<file path="config.mk">
export PLATFORM = sky130hd
export DESIGN_NAME = jk_reg_bank
export DESIGN_NICKNAME = d
export VERILOG_FILES = /design/src/rtl/jk_pkg.sv /design/src/rtl/jk_cell.sv /design/src/rtl/jk_reg_bank.sv
export SDC_FILE = /design/constraint.sdc
export NUM_CORES = 1
export LEC_CHECK = 0
export BUFFER_PORTS_ARGS = -buffer_cell sky130_fd_sc_hd__buf_2
export CORE_MARGIN = 8
export CORE_UTILIZATION = 45
export CTS_CLUSTER_DIAMETER = 40
export DETAILED_ROUTE_END_ITERATION = 8
export PLACE_DENSITY = 0.73
export SLEW_MARGIN = 20
export SYNTH_ARGS = -nofsm -noshare
export SYNTH_HDL_FRONTEND = slang
export SYNTH_HIERARCHICAL = 1
export SYNTH_SLANG_ARGS = --single-unit
</file>
<file path="constraint.sdc">
create_clock -name clk -period 2.9 [get_ports clk]
set_input_delay 0.145 -clock clk [delete_from_list [all_inputs] [get_ports clk]]
set_output_delay 0.145 -clock clk [all_outputs]
set_load 0.03 [all_outputs]
</file>
<file path="src/rtl/jk_pkg.sv">
// Shared mode encodings for the JK register bank.
package jk_pkg;

  typedef enum logic [1:0] {
    MODE_JK    = 2'b00,
    MODE_COUNT = 2'b01,
    MODE_SHIFT = 2'b10,
    MODE_HOLD  = 2'b11
  } jk_mode_t;

endpackage

</file>
<file path="src/rtl/jk_cell.sv">
// Single synchronous JK storage bit with clock enable and loadable reset value.
module jk_cell (
  input  logic clk,
  input  logic rst,
  input  logic rst_val,
  input  logic en,
  input  logic j,
  input  logic k,
  output logic q
);

  logic r_q;

  always_ff @(posedge clk) begin
    if (rst) begin
      r_q <= rst_val;
    end else if (en) begin
      case ({j, k})
        2'b01:   r_q <= 1'b0;
        2'b10:   r_q <= 1'b1;
        2'b11:   r_q <= ~r_q;
        default: r_q <= r_q;
      endcase
    end
  end

  assign q = r_q;

endmodule

</file>
<file path="src/rtl/jk_reg_bank.sv">
// WIDTH-bit JK register bank: per-bit JK, up/down modulo counter, serial shift.
// Define JKBANK_SAT_EN to make COUNT saturate at the limits instead of wrapping.
module jk_reg_bank
  import jk_pkg::*;
#(
  parameter int unsigned       WIDTH     = 8,
  parameter logic [WIDTH-1:0]  RESET_VAL = '0,
  parameter int unsigned       MAX_COUNT = 2**WIDTH - 1
) (
  input  logic             clk,
  input  logic             rst,
  input  logic             en,
  input  logic [1:0]       mode,
  input  logic [WIDTH-1:0] j,
  input  logic [WIDTH-1:0] k,
  input  logic             dir,
  input  logic             ser_in,
  output logic [WIDTH-1:0] q,
  output logic             ser_out,
  output logic             tc
);

  if (WIDTH < 2 || WIDTH > 32) begin : g_bad_width
    $error("jk_reg_bank: WIDTH must be in 2..32");
  end
  if (MAX_COUNT == 0 || (64'(MAX_COUNT) >> WIDTH) != 64'd0) begin : g_bad_max
    $error("jk_reg_bank: MAX_COUNT must be in 1..2**WIDTH-1");
  end

  localparam logic [WIDTH-1:0] MAXV = MAX_COUNT[WIDTH-1:0];

  jk_mode_t         w_mode;
  logic [WIDTH-1:0] w_q;
  logic [WIDTH-1:0] w_j;
  logic [WIDTH-1:0] w_k;
  logic [WIDTH-1:0] w_ones;
  logic [WIDTH-1:0] w_zeros;
  logic [WIDTH-1:0] w_shift;
  logic             w_at_top;
  logic             w_at_max;
  logic             w_at_zero;
  logic             w_tc;
  logic             r_tc;

  assign w_mode    = jk_mode_t'(mode);
  assign w_at_max  = (w_q == MAXV);
  assign w_at_top  = (w_q >= MAXV);
  assign w_at_zero = (w_q == '0);
  assign w_shift   = {w_q[WIDTH-2:0], ser_in};

  // Bit i toggles when every lower bit is 1 (up) or 0 (down).
  always_comb begin
    w_ones     = '0;
    w_zeros    = '0;
    w_ones[0]  = 1'b1;
    w_zeros[0] = 1'b1;
    for (int i = 1; i < int'(WIDTH); i++) begin
      w_ones[i]  = w_ones[i-1]  &  w_q[i-1];
      w_zeros[i] = w_zeros[i-1] & ~w_q[i-1];
    end
  end

  always_comb begin
    w_j  = '0;
    w_k  = '0;
    w_tc = 1'b0;
    case (w_mode)
      MODE_JK: begin
        w_j = j;
        w_k = k;
      end
      MODE_COUNT: begin
        if (dir) begin
`ifdef JKBANK_SAT_EN
          if (w_at_max) begin
            w_tc = 1'b1;
          end else if (w_at_top) begin
            w_j = MAXV;
            w_k = ~MAXV;
          end else begin
            w_j = w_ones;
            w_k = w_ones;
          end
`else
          if (w_at_top) begin
            w_k  = '1;
            w_tc = 1'b1;
          end else begin
            w_j = w_ones;
            w_k = w_ones;
          end
`endif
        end else begin
          if (w_at_zero) begin
            w_tc = 1'b1;
`ifndef JKBANK_SAT_EN
            w_j  = MAXV;
            w_k  = ~MAXV;
`endif
          end else begin
            w_j = w_zeros;
            w_k = w_zeros;
          end
        end
      end
      MODE_SHIFT: begin
        w_j = w_shift;
        w_k = ~w_shift;
      end
      default: begin
        w_j = '0;
        w_k = '0;
      end
    endcase
  end

  for (genvar i = 0; i < int'(WIDTH); i++) begin : g_cell
    jk_cell u_cell (
      .clk     (clk),
      .rst     (rst),
      .rst_val (RESET_VAL[i]),
      .en      (en),
      .j       (w_j[i]),
      .k       (w_k[i]),
      .q       (w_q[i])
    );
  end

  always_ff @(posedge clk) begin
    if (rst) r_tc <= 1'b0;
    else     r_tc <= en & w_tc;
  end

  assign q       = w_q;
  assign ser_out = w_q[WIDTH-1];
  assign tc      = r_tc;

endmodule

</file>
Word-level counts from Yosys, hierarchy flattened --
Index checks and enable logic that the tools add are counted.
Word-level totals: bits in registers 9, output and inout bits 10
Operators by class: order comparisons 1, equality and inequality tests 26, mux-type cells 20, bitwise logic cells 22, reductions and logical operators 18
Operators by type and width (count):
- two-way mux 8 bit | 6
- case mux 8 bit (3 select lines) | 2
- == test 2 bit (second input constant) | 17
- case mux 1 bit (3 select lines) | 8
- nonzero test 3 bit | 8
- == test 2 x 1 -> 1 bit (second input constant) | 9
- AND reduction 2 bit | 8
- bitwise AND 1 bit | 13
- >= comparator 8 bit (second input constant) | 1
- logical NOT 8 bit | 1
- inverter 1 bit | 8
- inverter 8 bit | 1
- two-way mux 1 bit | 4
- logical NOT 2 bit | 1

Logic depth before layout (Yosys ltp) --
depth in word-level cells 13, depth in mapped cells 10, depth with buffers taken out 8

By module --
The synthesis kept the hierarchy.
Modules (own cells, without submodules):
- jk_cell | times used 8, cells each 10, area an instance 93.8 um2, sequential area each 30.0 um2
- jk_reg_bank | times used 1, cells each 95, area an instance 614.3 um2, sequential area each 20.0 um2

Worst setup path before layout --
No wires, ideal clock.
path kind flip-flop to flip-flop, from register g_cell[0].u_cell.r_q, to register g_cell[1].u_cell.r_q, enable pin, setup time 241 ps, arrival 2545 ps, data required time 2659 ps, slack 114 ps, cell stages (with the launch flop) 10, clock period less this slack 2786 ps, path through edfxtp_1 buf_6 or4_4 buf_6 or4_4 a31oi_1 o21ai_1 ha_1 nand2b_1 a21o_1
Between the ends: word-level cells in the longest chain between the ends 7, elaborated cells on any way between the ends 17, classes of those cells order compare: 1; eq/ne: 3; mux: 8; bitwise: 2; reduce/logical: 3
Ends and longest elaborated chain:
- start, declared | RTL line jk_cell.sv:12 | logic r_q;
- start signal, assigned | RTL line jk_cell.sv:16 | r_q <= rst_val;
- start signal, assigned | RTL line jk_cell.sv:21 | 2'b11: r_q <= ~r_q;
- start signal, assigned | RTL line jk_cell.sv:22 | default: r_q <= r_q;
- >= comparator 8 bit, or another cell as far along | RTL line jk_reg_bank.sv:47 | assign w_at_top = (w_q >= MAXV);
- two-way mux 8 bit (on tied branches) | RTL line jk_reg_bank.sv:85, jk_reg_bank.sv:94
- two-way mux 8 bit | RTL line jk_reg_bank.sv:73 | if (dir) begin
- case mux 8 bit (3 select lines) * | RTL line jk_reg_bank.sv:67 | case (w_mode)
- via w_k[1] | RTL line jk_reg_bank.sv:35 | logic [WIDTH-1:0] w_k;
- == test 2 x 1 -> 1 bit / == test 2 bit (equally long branches) | RTL line jk_cell.sv:18 | case ({j, k})
- nonzero test 3 bit (no source line) *
- AND reduction 2 bit (no source line) *
- end signal, assigned | RTL line jk_cell.sv:16
- end signal, assigned | RTL line jk_cell.sv:21
- end signal, assigned | RTL line jk_cell.sv:22
- end, declared | RTL line jk_cell.sv:12
Mark *: on every way through the listed nets, which the timed path passes. The rest lies on a longest branch. A chain may end at the register's enable or synchronous reset.

Worst setup path after layout --
from register g_cell[1].u_cell.r_q, to register g_cell[1].u_cell.r_q, enable pin
Between the ends: word-level cells in the longest chain between the ends 7, elaborated cells on any way between the ends 15, classes of those cells order compare: 1; eq/ne: 3; mux: 8; reduce/logical: 3
Ends and longest elaborated chain (RTL line):
- >= comparator 8 bit / logical NOT 8 bit (equally long branches) | jk_reg_bank.sv:47, jk_reg_bank.sv:48
- two-way mux 8 bit (on tied branches) | jk_reg_bank.sv:85, jk_reg_bank.sv:94
- two-way mux 8 bit * | jk_reg_bank.sv:73
- case mux 8 bit (3 select lines) * | jk_reg_bank.sv:67
- via w_k[1] | jk_reg_bank.sv:35
- == test 2 x 1 -> 1 bit / == test 2 bit (equally long branches) | jk_cell.sv:18
- nonzero test 3 bit (no source line) *
- AND reduction 2 bit (no source line) *
Marks and branches as above.

==> flow_metrics.env <==
export IMPL_cts_root_buf="clkbuf_4"
export IMPL_io_buffers=32
export IMPL_via_per_inst=5.324
export IMPL_period_share_pct=85.96
export IMPL_drt_iter0_drc=42
export IMPL_rsz0062_at_grt="false"
export IMPL_crit_family="simple AND/OR/NAND/NOR gates"
export IMPL_synth_area_mm2=0.001365
export IMPL_rows=20
export IMPL_hold_path_class="input port to flop"
export IMPL_cts_sinks=9
export IMPL_mostFrequentLayoutCells="32 x buf_2, 20 x nor2_1, 17 x inv_1"
export IMPL_synth_xor_area_share_pct=0.6416
export IMPL_grt_first_pass_wirelength_um=5402
export IMPL_worstPathArrival_ns=2.49
export IMPL_clk_latency_ns=0.27
export IMPL_cts_tree="done"
export IMPL_numCtsBuffers=3
export IMPL_synth_compound_area_share_pct=19.71
export IMPL_synth_area_per_cell_um2=7.800
export IMPL_drc=0
export IMPL_startpoint_type="flop"
export IMPL_die_w_um=71.08
export IMPL_avgRoutedWirePerCell_um=13.31
export IMPL_ys_seq_area_share_pct=19.07
export IMPL_ir_drop_mv=0.2522
export IMPL_cts_buffer_depth=2
export IMPL_synth_edf_count=8
export IMPL_synth_top_area_share_pct=17.60
export IMPL_postCtsSetupRepairBufs=0
export IMPL_min_to="tc"
export IMPL_max_freq_mhz=401.2
export IMPL_insertedDiodeCount=0
export IMPL_async_reset_ff_share_pct=0
export IMPL_fillers=298
export IMPL_min_delay_start="en"
export IMPL_routed_wirelength_um=3287
export IMPL_synth_area_leaders="edfxtp_1 18%, ha_1 15%, mux2i_1 9.5%"
export IMPL_start_util_pct=45.84
export IMPL_antenna_found_initial=0
export IMPL_synth_area_leader_cell="edfxtp_1"
export IMPL_r2r_end="g_cell[1].u_cell/q"
export IMPL_globalplace_congestion=0.8324
export IMPL_path_buf_inv=1
export IMPL_place_hpwl_um=2455
export IMPL_synth_flop_cell="edfxtp_1"
export IMPL_power_density_mw_per_mm2=331.6
export IMPL_drive_gt1_share_pct=21.96
export IMPL_worst_setup_path_end_kind="flop"
export IMPL_netlist_instances=175
export IMPL_synth_adder_area_share_pct=14.67
export IMPL_path_cells="or4_4 > or4_4 > a31oi_1 > o21ai_1 > inv_1 > ha_1 > nand2b_1 > a21o_1"
export IMPL_tightest_slew_ns=0.5622
export IMPL_post_cts_resized=0
export IMPL_layout_commonest_cell="buf_2"
export IMPL_r2r_cells=8
export IMPL_crit_path_max_incr_delay_ns=0.57
export IMPL_cts_hold_buf=0
export IMPL_finalPower_uw=530.6
export IMPL_ys_warn_count=6
export IMPL_synthSimpleGateAreaFrac_pct=27.04
export IMPL_area_growth_pct=17.23
export IMPL_synth_top_family_by_area="simple AND/OR/NAND/NOR gates"
export IMPL_overflow=0
export IMPL_core_area_mm2=0.002978
export IMPL_cp_max_fo=6
export IMPL_slew_violations=0
export IMPL_finClkSkew_ns=0.005285
export IMPL_setup_violations=0
export IMPL_crit_top_cell="or4_4"
export IMPL_grt_start_max_net_pins=26
export IMPL_die_h_um=71.08
export IMPL_dr_total_vias=1315
export IMPL_ant_nets=0
export IMPL_ys_types=38
export IMPL_status="finished clean"
export IMPL_muxShareOfSynthArea_pct=10.36
export IMPL_io_pins=33
export IMPL_fin_nets=254
export IMPL_final_hold_violation_count=0
export IMPL_startpoint="g_cell[1].u_cell/q"
export IMPL_critPathSlowestCell="or4_4"
export IMPL_firstDrtPassIters=4
export IMPL_reg2reg_slack_ns=0.41
export IMPL_path_class="flop to flop"
export IMPL_synth_seq_cells=9
export IMPL_groute_usage_overall_pct=12.77
export IMPL_setup_tns_ns=0
export IMPL_die_area_mm2=0.005052
export IMPL_h_tree_depth=1
export IMPL_required_ns=2.90
export IMPL_max_cap_violations=0
export IMPL_maxSlewHeadroom_pct=62.52
export IMPL_timing_rr_start="g_cell[1].u_cell/q"
export IMPL_leakage_uw=0.0008126
export IMPL_grt_pass1_vias=1229
export IMPL_min_period_ns=2.493
export IMPL_whs_path_depth=2
export IMPL_path_clk_slew_ns=0.07
## worst reg2reg max path: stages (launching register included)
cell and delay [ns]:
edfxtp_1 0.39, or4_4 0.57, or4_4 0.51, a31oi_1 0.17, o21ai_1 0.10, inv_1 0.07
ha_1 0.22, nand2b_1 0.07, a21o_1 0.11
## metrics by stage
stage          area, um^2  instances  hold slack, ns  util (%)  setup slack, ns
2_1_floorplan        1391        182          0.3319         -           0.1141
4_1_cts              1600        247          0.3423     53.74           0.3994
6_report             1600        247          0.3497     53.74           0.4073
3_3_place_gp         1574        243          0.5834     52.86           0.4213
3_5_place_dp         1574        243          0.5852     52.86           0.4089
5_1_grt              1600        247          0.3369     53.74           0.2865
## worst max path at each step
stage,end,slack [ns],cells past startpoint
after global routing,g_cell[1].u_cell/q,0.29,8
after detailed placement,g_cell[1].u_cell/q,0.41,8
after global placement,g_cell[1].u_cell/q,0.42,7
final,g_cell[1].u_cell/q,0.41,8
after floorplan,g_cell[1].u_cell/q,0.11,9
after CTS,g_cell[1].u_cell/q,0.40,8
## cell usage after synthesis, drive strengths merged, types with 2 or more instances
| library cell | n |
|---|---|
| a21o | 9 |
| a21oi | 12 |
| a31o | 2 |
| buf | 5 |
| clkbuf | 3 |
| edfxtp | 8 |
| ha | 16 |
| inv | 17 |
| mux2i | 13 |
| nand2 | 6 |
| nand2b | 17 |
| nand4 | 2 |
| nor2 | 20 |
| nor2b | 9 |
| nor3 | 4 |
| nor4 | 2 |
| o21ai | 5 |
| o22ai | 8 |
| or4 | 2 |
## report_power, final
part	switching, uW	internal, uW
clock	50.1	53.3
combinational	143	102
sequential	21.1	161
## per-layer routing
metal | global-route usage [%] | vias up | part of all wire, % | wire length, um
met5 | 0 | - | 0 | 0
met4 | 1.386 | 0 | 0.30 | 10
met3 | 5.508 | 2 | 7.1 | 232
met2 | 21.94 | 26 | 46 | 1525
met1 | 14.66 | 605 | 46 | 1518
li1 | - | 682 | - | -
## kinds of logic (layout without fill, tap and decap cells)
kind of cell / count (synthesis) / in the layout
adder cells (fa/ha/maj): 16 / 16
flip-flops: 9 / 9
AND/OR/NAND/NOR: 67 / 67
XOR/XNOR: 1 / 1
other: 1 / 8
multiplexers: 14 / 14
buffers and inverters: 25 / 57
AO/OA/AOI/OAI: 42 / 42
## flip-flops by register name, indices dropped and copies added, names as in the netlist
name and count:
tc 1, g_cell.u_cell/q 8
## layout make-up
class	count	area (um^2)	share of cell area, %
clock buffer	4	26.28	1.642
multi-input combinational	148	1018	63.64
timing repair buffer	36	190.2	11.88
tap	33	41.29	2.580
sequential	9	260.3	16.26
inverter	17	63.81	3.988
Power figures use the tool's default switching activity.
